[src/rtl/gradient_pkg.sv]
// Shared types and encodings for the central-difference gradient stage.
package gradient_pkg;

   typedef enum logic [1:0] {
      ST_IDLE,
      ST_ISSUE,
      ST_WAIT,
      ST_WRITE
   } state_t;

   localparam logic MODE_HALF = 1'b0;
   localparam logic MODE_FULL = 1'b1;

   // Tag values double as the issue-order index within a pixel.
   localparam logic [1:0] TAG_L = 2'd0;
   localparam logic [1:0] TAG_R = 2'd1;
   localparam logic [1:0] TAG_U = 2'd2;
   localparam logic [1:0] TAG_D = 2'd3;

endpackage

[src/rtl/read_tag_pipe.sv]
// Delays each read strobe and its neighbour tag so they line up with the
// returning source-BRAM data; reset discards anything in flight.
module read_tag_pipe #(
   parameter int READ_LATENCY = 2
) (
   input  logic       clk,
   input  logic       rst,
   input  logic       vld,
   input  logic [1:0] tag,
   output logic       dly_vld,
   output logic [1:0] dly_tag
);

   logic [READ_LATENCY-1:0] vld_sr;
   logic [1:0]              tag_sr [READ_LATENCY];

   always_ff @(posedge clk or posedge rst) begin
      if (rst) begin
         vld_sr <= '0;
         for (int i = 0; i < READ_LATENCY; i++) tag_sr[i] <= '0;
      end else begin
         vld_sr[0] <= vld;
         tag_sr[0] <= tag;
         for (int i = 1; i < READ_LATENCY; i++) begin
            vld_sr[i] <= vld_sr[i-1];
            tag_sr[i] <= tag_sr[i-1];
         end
      end
   end

   assign dly_vld = vld_sr[READ_LATENCY-1];
   assign dly_tag = tag_sr[READ_LATENCY-1];

endmodule

[src/rtl/gradient_engine.sv]
// Raster-scans a source image, fetching L/R/U/D neighbours per pixel, and writes
// signed x/y central differences; one pixel every READ_LATENCY+5 cycles.
module gradient_engine
   import gradient_pkg::*;
#(
   parameter int  WIDTH        = 64,
   parameter int  HEIGHT       = 64,
   parameter int  BIT_DEPTH    = 8,
   parameter int  READ_LATENCY = 2,
   localparam int ADDR_W       = $clog2(WIDTH*HEIGHT)
) (
   input  logic                 clk_in,
   input  logic                 rst_in,
   input  logic                 start_in,
   input  logic                 mode_in,
   output logic                 busy_out,
   output logic                 gradient_done,
   output logic [ADDR_W-1:0]    ext_read_addr,
   output logic                 ext_read_addr_valid,
   input  logic [BIT_DEPTH-1:0] ext_pixel_in,
   output logic [ADDR_W-1:0]    x_write_addr,
   output logic [ADDR_W-1:0]    y_write_addr,
   output logic                 x_write_valid,
   output logic                 y_write_valid,
   output logic [BIT_DEPTH:0]   x_pixel_out,
   output logic [BIT_DEPTH:0]   y_pixel_out
);

   localparam int XW = $clog2(WIDTH);
   localparam int YW = $clog2(HEIGHT);

   state_t                 state, state_d;
   logic [1:0]             cnt, cnt_d, issue_tag, rd_tag, pipe_tag;
   logic                   issue, launch, emit, pipe_vld, mode, last;
   logic [XW-1:0]          cx, col;
   logic [YW-1:0]          cy, row;
   logic [BIT_DEPTH:0]     pl, pr, pu, pd;
   logic signed [BIT_DEPTH:0] dx_raw, dy_raw, dx_half, dy_half;

   read_tag_pipe #(.READ_LATENCY(READ_LATENCY)) u_pipe (
      .clk     (clk_in),
      .rst     (rst_in),
      .vld     (ext_read_addr_valid),
      .tag     (rd_tag),
      .dly_vld (pipe_vld),
      .dly_tag (pipe_tag)
   );

   always_ff @(posedge clk_in or posedge rst_in) begin
      if (rst_in) begin
         state <= ST_IDLE;
         cnt   <= '0;
      end else begin
         state <= state_d;
         cnt   <= cnt_d;
      end
   end

   // The WRITE cycle also issues the next pixel's L read so pixels pipeline back to back.
   always_comb begin
      state_d   = state;
      cnt_d     = cnt;
      issue     = 1'b0;
      issue_tag = cnt;
      launch    = 1'b0;
      emit      = 1'b0;
      case (state)
         ST_IDLE: if (start_in) begin
            launch    = 1'b1;
            issue     = 1'b1;
            issue_tag = TAG_L;
            cnt_d     = 2'd1;
            state_d   = ST_ISSUE;
         end
         ST_ISSUE: begin
            issue = 1'b1;
            cnt_d = cnt + 2'd1;
            if (cnt == TAG_D) state_d = ST_WAIT;
         end
         ST_WAIT: if (pipe_vld && pipe_tag == TAG_D) begin
            emit    = 1'b1;
            state_d = ST_WRITE;
         end
         ST_WRITE: if (gradient_done) begin
            state_d = ST_IDLE;
         end else begin
            issue     = 1'b1;
            issue_tag = TAG_L;
            cnt_d     = 2'd1;
            state_d   = ST_ISSUE;
         end
         default: state_d = ST_IDLE;
      endcase
   end

   // Neighbour coordinates clamp at the borders, replicating edge pixels.
   always_comb begin
      col = cx;
      row = cy;
      case (issue_tag)
         TAG_L:   col = (cx == '0) ? cx : cx - XW'(1);
         TAG_R:   col = (cx == XW'(WIDTH-1)) ? cx : cx + XW'(1);
         TAG_U:   row = (cy == '0) ? cy : cy - YW'(1);
         default: row = (cy == YW'(HEIGHT-1)) ? cy : cy + YW'(1);
      endcase
   end

   // D is taken straight off the bus in the cycle it arrives.
   assign pd   = {1'b0, ext_pixel_in};
   assign last = (cx == XW'(WIDTH-1)) && (cy == YW'(HEIGHT-1));

   always_comb begin
      dx_raw  = pr - pl;
      dy_raw  = pd - pu;
      dx_half = dx_raw >>> 1;
      dy_half = dy_raw >>> 1;
   end

   always_ff @(posedge clk_in or posedge rst_in) begin
      if (rst_in) begin
         ext_read_addr       <= '0;
         ext_read_addr_valid <= 1'b0;
         rd_tag              <= TAG_L;
         mode                <= MODE_HALF;
         cx                  <= '0;
         cy                  <= '0;
         pl                  <= '0;
         pr                  <= '0;
         pu                  <= '0;
         x_write_addr        <= '0;
         x_write_valid       <= 1'b0;
         x_pixel_out         <= '0;
         y_pixel_out         <= '0;
         gradient_done       <= 1'b0;
      end else begin
         ext_read_addr_valid <= issue;
         x_write_valid       <= emit;
         gradient_done       <= emit && last;
         if (issue) begin
            ext_read_addr <= ADDR_W'(row) * ADDR_W'(WIDTH) + ADDR_W'(col);
            rd_tag        <= issue_tag;
         end
         if (launch) begin
            mode <= mode_in;
            cx   <= '0;
            cy   <= '0;
         end
         if (pipe_vld) begin
            case (pipe_tag)
               TAG_L:   pl <= pd;
               TAG_R:   pr <= pd;
               TAG_U:   pu <= pd;
               default: ;
            endcase
         end
         if (emit) begin
            x_write_addr <= ADDR_W'(cy) * ADDR_W'(WIDTH) + ADDR_W'(cx);
            x_pixel_out  <= (mode == MODE_FULL) ? dx_raw : dx_half;
            y_pixel_out  <= (mode == MODE_FULL) ? dy_raw : dy_half;
            if (cx == XW'(WIDTH-1)) begin
               cx <= '0;
               cy <= last ? '0 : cy + YW'(1);
            end else begin
               cx <= cx + XW'(1);
            end
         end
      end
   end

   assign y_write_addr  = x_write_addr;
   assign y_write_valid = x_write_valid;
   assign busy_out      = (state != ST_IDLE);

endmodule

[config.mk]
export PLATFORM = sky130hd
export DESIGN_NAME = gradient_engine
export DESIGN_NICKNAME = d
export VERILOG_FILES = /design/src/rtl/gradient_pkg.sv /design/src/rtl/read_tag_pipe.sv /design/src/rtl/gradient_engine.sv
export SDC_FILE = /design/constraint.sdc
export NUM_CORES = 1
export LEC_CHECK = 0
export BUFFER_PORTS_ARGS = -buffer_cell sky130_fd_sc_hd__buf_2
export CORE_MARGIN = 5
export CORE_UTILIZATION = 30
export DETAILED_ROUTE_END_ITERATION = 12
export SLEW_MARGIN = 20
export SYNTH_ARGS = -nofsm -noshare
export SYNTH_HDL_FRONTEND = slang
export SYNTH_HIERARCHICAL = 1
export SYNTH_SLANG_ARGS = --single-unit
[constraint.sdc]
create_clock -name clk_in -period 3 [get_ports clk_in]
set_input_delay 0.45 -clock clk_in [delete_from_list [all_inputs] [get_ports clk_in]]
set_output_delay 0.45 -clock clk_in [all_outputs]
set_load 0.01 [all_outputs]
==> impl_metrics.yaml, run 1 <==
status:
  status: "completed"
critical_path:
  crit_buf_inv: 2
  required_ps: 3270
  critPathKind: "flop to flop"
  slowest_delay_ps: 460
  worst_ep_arrival_time_ps: 2660
  setup.worst_path.end_class: "flop"
  crit_fanout: 10
  start_kind: "flop"
  crit_chain: "inv_1 > ha_1 > nor2b_4 > o31ai_4 > buf_4 > nor4_1 > a311o_1 > a211oi_2"
  critPathSlowestCell: "dfrtp_1"
  crit_family: "compound AO/OA/AOI/OAI gates"
clock_tree:
  htree_levels: 3
  cts_made_buffers: 9
  clock_sinks: 94
  tritoncts: "yes"
  clock_latency_ps: 350
  cts_root_buffer: "clkbuf_16"
  postCtsSetupBuffers: 0
  clk_pin_slew_ps: 70
  cts-hold-fix-buffers: 0
  cts_resized: 0
  cts.path.max_buffers: 2
timing:
  fin_crit_ps: 2390
  tightestPinTransition_ps: 704
  report.final.setup_viol: 0
  fin_crit_sh_pct: 79.7
  max_freq_ghz: 0.418
  skew_ps: 10.1
  drv_slew: 0
  tns_ps: 0
  max_slew_margin_pct: 53.1
  hold_viol: 0
  rsz0062_at_grt: "false"
cells_and_area:
  diodes: 0
  mostFrequentLayoutCells: "94 x dfrtp_1, 77 x nand2_1, 70 x buf_2"
  layout_commonest_cell: "dfrtp_1"
  drive_above_1_share_pct: 20.2
  num-fill-cells: 1793
  nets: 664
  area.growth.synth_to_final_pct: 14.6
  final_area_sq_um: 6090
die:
  core_area_sq_um: 17400
  initial_core_util_pct: 30.6
  die_h_um: 143
  fp-row-count: 48
  die_width_um: 143
  pin_count: 71
  die_area_sq_um: 20500
synth:
  synth_edf_count: 0
  netlist_instances: 571
  synth_area_sq_um: 5320
  ys.flop_type: "dfrtp_1"
  synth_seq_area_share_pct: 44.2
  syn_avg_cell_area_sq_um: 9.31
  synth_nets: 615
  ys_types: 60
  async_flop_share_pct: 100
  yosysWarnings: 6
  ys_ff_latch: 94
route:
  met2_length_um: 5920
  routed_via_density: 4.96
  drt-met1-wl_um: 6430
  drt-initial-drc-count: 333
  dr_total_vias: 4218
  top_layer_used: "met4"
  wire_per_inst_um: 15.5
  ant_nets: 0
  met3_length_um: 651
  drc: 0
  dr.pass1.iters: 4
  drt_wl_total_um: 13100
pwr:
  comb_power_share_pct: 50.3
  clkPwrFrac_pct: 17.8
  ir_worst_vdd_mv: 0.297
  power_density_nw_per_um2: 1080
  p_sw_mw: 2.77
  p_leak_nw: 2.85
  intPower_mw: 3.81
  switching_share_pct: 42.2
  seqPwrFrac_pct: 31.9
place:
  placed_area_sq_um: 5790
  hpwl_um: 9680
  finalWeightedCongestion: 0.841
  io_buffers: 70
global_route:
  grt_pass1_wl_um: 22200
  overflow: 0
  grt_pass1_vias: 4091
  grt_util_all_layers_pct: 13.4
  grt_max_degree: 57
  antenna_found_initial: 0
worst_hold_path:
  min_path_type: "input pin to asynchronous set/reset pin"
job:
  cap_viol_max_count: 0
worst register-to-register path: stages (launching register included):
cell	delay, ps
dfrtp_1	460
inv_1	120
ha_1	290
nor2b_4	190
o31ai_4	390
buf_4	250
nor4_1	70
a311o_1	350
a211oi_2	210
cells in the mapped netlist (3+ instances only):
library cell  instances  area [sq um]
a22oi_1               4          30.0
xnor2_1               7          61.3
nor2b_1               7          43.8
a32oi_1               3          26.3
dfrtp_1              94          2350
a21oi_1              25           125
clkbuf_1             15          56.3
nand3b_1              5          37.5
mux2_2               19           214
and3_1                9          56.3
nand4_1               5          31.3
o211ai_1              5          37.5
a31oi_1               9          56.3
or3_1                 5          31.3
buf_2                 8          40.0
nor3_1               10          50.1
a221oi_1              3          26.3
ha_1                 30           375
o31ai_1               4          30.0
xor2_1                9          78.8
nor2_1               29           109
buf_4                16           120
a21o_1                7          52.6
o21ai_0              54           270
a221o_1               3          30.0
nor3b_1               3          22.5
nand2_1              77           289
inv_1                36           135
nand3_1              24           120
and2_1                5          31.3
final timing paths:
| kind | endpoint | cells after the start | slack [ps] | start |
|---|---|---|---|---|
| setup / recovery | ext_read_addr[4]$_DFFE_PP0P_ | 8 | 610 | state[0]$_DFFE_PP0P_ |
| hold / removal | u_pipe/tag_sr[2]$_DFF_PP0_ | 2 | 30 | rst_in |
| setup reg to reg | ext_read_addr[4]$_DFFE_PP0P_ | 8 | 610 | state[0]$_DFFE_PP0P_ |
| hold reg to reg | u_pipe/dly_tag[1]$_DFF_PP0_ | 0 | 350 | u_pipe/tag_sr[3]$_DFF_PP0_ |
| max in group asynchronous | cnt[1]$_DFFE_PP0P_ | 3 | 2040 | rst_in |
| min in group clk_in | u_pipe/dly_tag[1]$_DFF_PP0_ | 0 | 350 | u_pipe/tag_sr[3]$_DFF_PP0_ |
sequential cells by signal, indices dropped and copies added (netlist names):
register,count
u_pipe/tag_sr,2
pl,8
gradient_done,1
pu,8
x_write_valid,1
u_pipe/vld_sr,2
cy,6
state,2
x_write_addr,12
ext_read_addr_valid,1
x_pixel_out,9
ext_read_addr,12
u_pipe/dly_tag,2
mode,1
pr,8
cnt,2
rd_tag,2
y_pixel_out,9
cx,6
final cells by class:
cell class	instances	area, sq um	share of cell area [%]
clock inverter	7	77.6	1.27
tap	225	282	4.62
clock buffer	9	225	3.70
multi-input combinational	398	2590	42.5
timing repair buffer	80	425	6.98
sequential	94	2350	38.6
inverter	37	141	2.32
power groups by stage:
stage               Combinational (mW)  Sequential [mW]  Clock, mW
floorplan                         2.39             2.15          0
global placement                  3.28             2.13          0
detailed placement                3.32             2.13          0
CTS                               3.34             2.11       1.20
global route                      3.77             2.18       1.27
finish                            3.31             2.10       1.17
layer usage:
metal  global-route usage, %  vias to the layer above
li1                        -                     2084
met3                    2.98                       12
met4                    3.45                        0
met1                    19.2                     2046
met2                    20.5                       76
met5                       0                        -
per-stage QoR:
step | setup WS [ps] | hold WS (ps) | utilization [%] | instances | power, mW
after floorplan | 271 | 241 | - | 571 | 4.55
after global placement | 723 | 336 | 33.4 | 834 | 5.41
after detailed placement | 599 | 336 | 33.4 | 834 | 5.45
after CTS | 595 | 10.9 | 35.1 | 850 | 6.66
after global routing | 363 | 46.6 | 35.1 | 850 | 7.22
final | 608 | 29.9 | 35.1 | 850 | 6.58
logic make-up after synthesis:
| family | Yosys count | share of synthesized area (%) |
|---|---|---|
| flops | 94 | 44.2 |
| mux | 21 | 4.40 |
| simple gates | 189 | 17.1 |
| fa+ha+maj | 32 | 7.81 |
| xor+xnor | 16 | 2.64 |
| buf+inv | 79 | 7.04 |
| compound gates | 140 | 16.8 |
Note: power is estimated with default switching activity, not from simulation.
==> run 2, diff against run 1 <==
==> constraint.sdc (replaced) <==
create_clock -name clk_in -period 2.3 [get_ports clk_in]
set_input_delay 0.345 -clock clk_in [delete_from_list [all_inputs] [get_ports clk_in]]
set_output_delay 0.345 -clock clk_in [all_outputs]
set_load 0.01 [all_outputs]
==> impl_metrics.yaml, run 2 (same netlist as run 1, synthesis figures left out) <==
status:
  status: "completed"
route:
  drt-initial-drc-count: 255
  wire_per_inst_um: 15.7
  ant_nets: 0
  drt_wl_total_um: 13600
  dr_total_vias: 4304
  drc: 0
  routed_via_density: 4.96
  dr.pass1.iters: 4
cells_and_area:
  layout_commonest_cell: "dfrtp_1"
  nets: 683
  multiInputGateArea_sq_um: 2600
  layout.area.seq_sq_um: 2350
  postLayoutCoreUtil_pct: 36.4
  reg_top3: "ext_read_addr: 12 flops, x_write_addr: 12 flops"
  diodes: 0
  num-fill-cells: 1740
  mostFrequentLayoutCells: "93 x dfrtp_1, 77 x nand2_1, 70 x buf_2"
  area.growth.synth_to_final_pct: 18.9
  drive_above_1_share_pct: 22.4
worst_hold_path:
  min_path_type: "input pin to flop"
  min_from: "ext_pixel_in[0]"
critical_path:
  rr_startpoint: "state[1]$_DFFE_PP0P_"
  startpoint: "state[1]$_DFFE_PP0P_"
  critPathKind: "flop to flop"
  start_kind: "flop"
  setup.worst_path.end_class: "flop"
  worst_ep_arrival_time_ps: 2410
  crit_fanout: 7
  required_ps: 2560
die:
  fp-row-count: 48
  core_area_sq_um: 17400
  initial_core_util_pct: 30.6
  die_h_um: 143
  die_area_sq_um: 20500
  die_width_um: 143
  pin_count: 71
timing:
  skew_ps: 6.75
  max_slew_margin_pct: 65.1
  fin_crit_sh_pct: 93.6
  tns_ps: 0
  max_freq_ghz: 0.465
  rsz0062_at_grt: "false"
  report.final.setup_viol: 0
  tightestPinTransition_ps: 518
  hold_viol: 0
  fin_crit_ps: 2150
  drv_slew: 0
global_route:
  grt_util_all_layers_pct: 13.6
  grt_pass1_wl_um: 22200
  overflow: 0
  grt_pass1_vias: 4160
  grt_max_degree: 89
  antenna_found_initial: 0
clock_tree:
  clk_pin_slew_ps: 70
  clock_latency_ps: 340
  tritoncts: "yes"
  cts.path.max_buffers: 2
  cts_root_buffer: "clkbuf_16"
  htree_levels: 3
  clock_sinks: 94
  cts_made_buffers: 9
pwr:
  finalPower_mw: 9.11
  switching_share_pct: 40.4
  clkPwrFrac_pct: 19.9
  intPower_mw: 5.42
  seqPwrFrac_pct: 30.0
  p_sw_mw: 3.68
  power_density_nw_per_um2: 1440
  ir_worst_vdd_mv: 0.436
  p_leak_nw: 2.98
  comb_power_share_pct: 50.1
place:
  hpwl_um: 9790
  io_buffers: 70
  finalWeightedCongestion: 0.867
job:
  cap_viol_max_count: 0
-- run 2: power groups by stage --
stage / clock network, mW / registers, mW / logic [mW]
floorplan: 0 / 2.81 / 3.12
global placement: 0 / 2.75 / 4.50
detailed placement: 0 / 2.77 / 4.54
CTS: 1.84 / 2.74 / 4.57
global route: 1.90 / 2.83 / 5.13
finish: 1.81 / 2.73 / 4.56
-- run 2: final cells by class --
| cell class | count | area share [%] |
|---|---|---|
| Clock buffer | 11 | 3.68 |
| Clock inverter | 4 | 1.90 |
| Sequential cell | 94 | 37.2 |
| Timing Repair Buffer | 99 | 9.42 |
| Multi-Input combinational cell | 398 | 41.1 |
| Tap cell | 225 | 4.45 |
| Inverter | 37 | 2.26 |
-- run 2: stage by stage --
step           setup slack [ps]  area [sq um]  std cells  hold slack, ps
2_1_floorplan               238          5320        571             136
3_3_place_gp                159          5950        851             297
3_5_place_dp               72.8          5950        851             308
4_1_cts                    80.3          6310        867             249
5_1_grt                    32.5          6320        868             255
6_report                    148          6320        868             257
-- run 2: timing repair --
action	in CTS	in global routing
resized for setup	0	3
hold buffers	1	0
endpoints found under the setup margin	0	9
hold endpoints to repair	6	0
setup buffers	0	1
-- run 2: layer usage --
metal	global-route usage [%]	vias up	wire length, um
met5	0	-	0
met4	4.25	0	201
met3	2.75	13	800
met2	20.8	116	6000
met1	19.4	2056	6630
li1	-	2119	-
-- run 2: worst paths after layout --
check,end,slack (ps),cells past startpoint
setup / recovery,ext_read_addr[10]$_DFFE_PP0P_,150,8
hold / removal,pl[0]$_DFFE_PP0P_,260,2
setup reg to reg,ext_read_addr[10]$_DFFE_PP0P_,150,8
hold reg to reg,u_pipe/dly_tag[0]$_DFF_PP0_,350,0
max in group asynchronous,state[0]$_DFFE_PP0P_,1230,4
min in group asynchronous,u_pipe/tag_sr[2]$_DFF_PP0_,490,3
-- run 2: critical path, cell delays in order (launching register included) --
cell and delay [ps]:
dfrtp_1 430, inv_1 100, ha_1 210, nor2b_4 160, o31ai_4 420, buf_4 220
and3_1 260, a2bb2oi_1 90, o21ai_0 170
==> run 3, diff against run 2 <==
--- a/config.mk
+++ b/config.mk
@@ -5,10 +5,12 @@
 export SDC_FILE = /design/constraint.sdc
 export NUM_CORES = 1
 export LEC_CHECK = 0
-export BUFFER_PORTS_ARGS = -buffer_cell sky130_fd_sc_hd__buf_2
+export BUFFER_PORTS_ARGS = -buffer_cell sky130_fd_sc_hd__buf_4
+export CORE_ASPECT_RATIO = 1.75
 export CORE_MARGIN = 5
 export CORE_UTILIZATION = 30
 export DETAILED_ROUTE_END_ITERATION = 12
+export PLACE_DENSITY = 0.49
 export SLEW_MARGIN = 20
 export SYNTH_ARGS = -nofsm -noshare
 export SYNTH_HDL_FRONTEND = slang
==> impl_metrics.yaml, run 3 (same netlist as run 1, synthesis figures left out) <==
status:
  status: "completed"
clock_tree:
  clock_latency_ps: 350
  tritoncts: "yes"
  cts.path.max_buffers: 2
  cts_made_buffers: 9
  clock_sinks: 94
  cts_root_buffer: "clkbuf_16"
  htree_levels: 3
  clk_pin_slew_ps: 80
die:
  pin_count: 71
  die_area_sq_um: 20600
  core_area_sq_um: 17500
  die_width_um: 111
  die_h_um: 186
  initial_core_util_pct: 30.5
  fp-row-count: 64
place:
  place_inst: 855
  hpwl_um: 11600
  placed_area_sq_um: 6110
  finalWeightedCongestion: 0.869
  io_buffers: 70
critical_path:
  setup.worst_path.end_class: "flop"
  crit_fanout: 8
  crit_family: "compound AO/OA/AOI/OAI gates"
  critPathSlowestCell: "o31a_2"
  slowest_delay_ps: 470
  crit_chain: "inv_1 > ha_1 > o31a_2 > nor3_2 > a2111oi_1 > a221o_1"
  required_ps: 2520
  start_kind: "flop"
  crit_buf_inv: 1
  critPathKind: "flop to flop"
  worst_ep_arrival_time_ps: 2460
cells_and_area:
  area.growth.synth_to_final_pct: 20.8
  reg_top3: "ext_read_addr: 12 flops, x_write_addr: 12 flops"
  final_area_sq_um: 6420
  layout_commonest_cell: "buf_4"
  nets: 681
  final_cells: 873
  num-fill-cells: 1847
  diodes: 0
  drive_above_1_share_pct: 22.4
  layout.area.seq_sq_um: 2350
  mostFrequentLayoutCells: "94 x buf_4, 93 x dfrtp_1, 77 x nand2_1"
  multiInputGateArea_sq_um: 2600
route:
  dr_total_vias: 4405
  dr.pass1.iters: 5
  drt_wl_total_um: 15100
  drt-initial-drc-count: 159
  ant_nets: 0
  drc: 0
  wire_per_inst_um: 17.3
  routed_via_density: 5.05
timing:
  hold_viol: 0
  fin_crit_sh_pct: 97.3
  fin_crit_ps: 2240
  report.final.setup_viol: 0
  tightestPinTransition_ps: 579
  drv_slew: 0
  hold_ws_ps: 235
  max_slew_margin_pct: 61.3
  skew_ps: 13.8
  max_freq_ghz: 0.447
global_route:
  grt_max_degree: 38
  grt_util_all_layers_pct: 14.7
  grt_pass1_vias: 4511
  grt_pass1_wl_um: 24200
  overflow: 0
  antenna_found_initial: 0
pwr:
  ir_worst_vdd_mv: 0.521
  power_density_nw_per_um2: 1400
  p_leak_nw: 3.00
job:
  cap_viol_max_count: 0
worst_hold_path:
  min_path_type: "input pin to flop"
[run 3: cell count changes in the layout (fill, tap and decap cells not counted)]
cell and change:
o31a_1 +1, clkinvlp_4 +2, o31a_2 -1, nor2_1 -1, bufinv_16 -4, buf_2 -70
inv_6 +3, clkbuf_1 -1, inv_8 +1, buf_4 +68, nor2_2 +1
[run 3: per-layer routing]
layer	global-route usage, %	routed length [um]
met5	0	0
met4	6.26	430
met3	2.47	572
met2	28.6	8420
met1	15.7	5670
[run 3: area by class of cell]
class | instances | share of cell area (%)
timing repair buffer | 97 | 11.8
clock buffer | 10 | 3.57
tap | 231 | 4.50
multi-input combinational | 398 | 40.5
clock inverter | 6 | 0.818
inverter | 37 | 2.22
sequential | 94 | 36.6
[run 3: worst paths after layout]
path,startpoint,end,slack (ps),depth (start not counted)
setup / recovery,state[0]$_DFFE_PP0P_,ext_read_addr[1]$_DFFE_PP0P_,60,6
hold / removal,ext_pixel_in[0],pl[0]$_DFFE_PP0P_,230,2
setup reg to reg,state[0]$_DFFE_PP0P_,ext_read_addr[1]$_DFFE_PP0P_,60,6
hold reg to reg,u_pipe/tag_sr[2]$_DFF_PP0_,u_pipe/dly_tag[0]$_DFF_PP0_,360,0
max in group asynchronous,rst_in,pu[4]$_DFFE_PP0P_,1150,4
min in group asynchronous,rst_in,u_pipe/tag_sr[3]$_DFF_PP0_,490,3
[run 3: metrics by stage]
step	util [%]	worst slack (ps)	power, mW	setup TNS (ps)
2_1_floorplan	-	238	5.93	0
3_3_place_gp	35.0	152	7.53	0
3_5_place_dp	35.0	83.3	7.60	0
4_1_cts	36.7	56.5	9.10	0
5_1_grt	36.8	-16.6	9.73	-16.6
6_report	36.8	62.5	9.00	0
[run 3: power by group]
group | total, mW | switching, mW | internal [mW]
clock | 1.45 | 0.698 | 0.754
combinational | 4.74 | 2.59 | 2.15
sequential | 2.81 | 0.501 | 2.31
total | 9.00 | 3.78 | 5.22
[run 3: what timing repair did]
item / CTS / global route
buffers inserted: 0 / 1
resized for setup: 0 / 3
hold buffers: 1 / 0
endpoints found under the hold margin: 6 / 0
setup endpoints to repair: 0 / 8
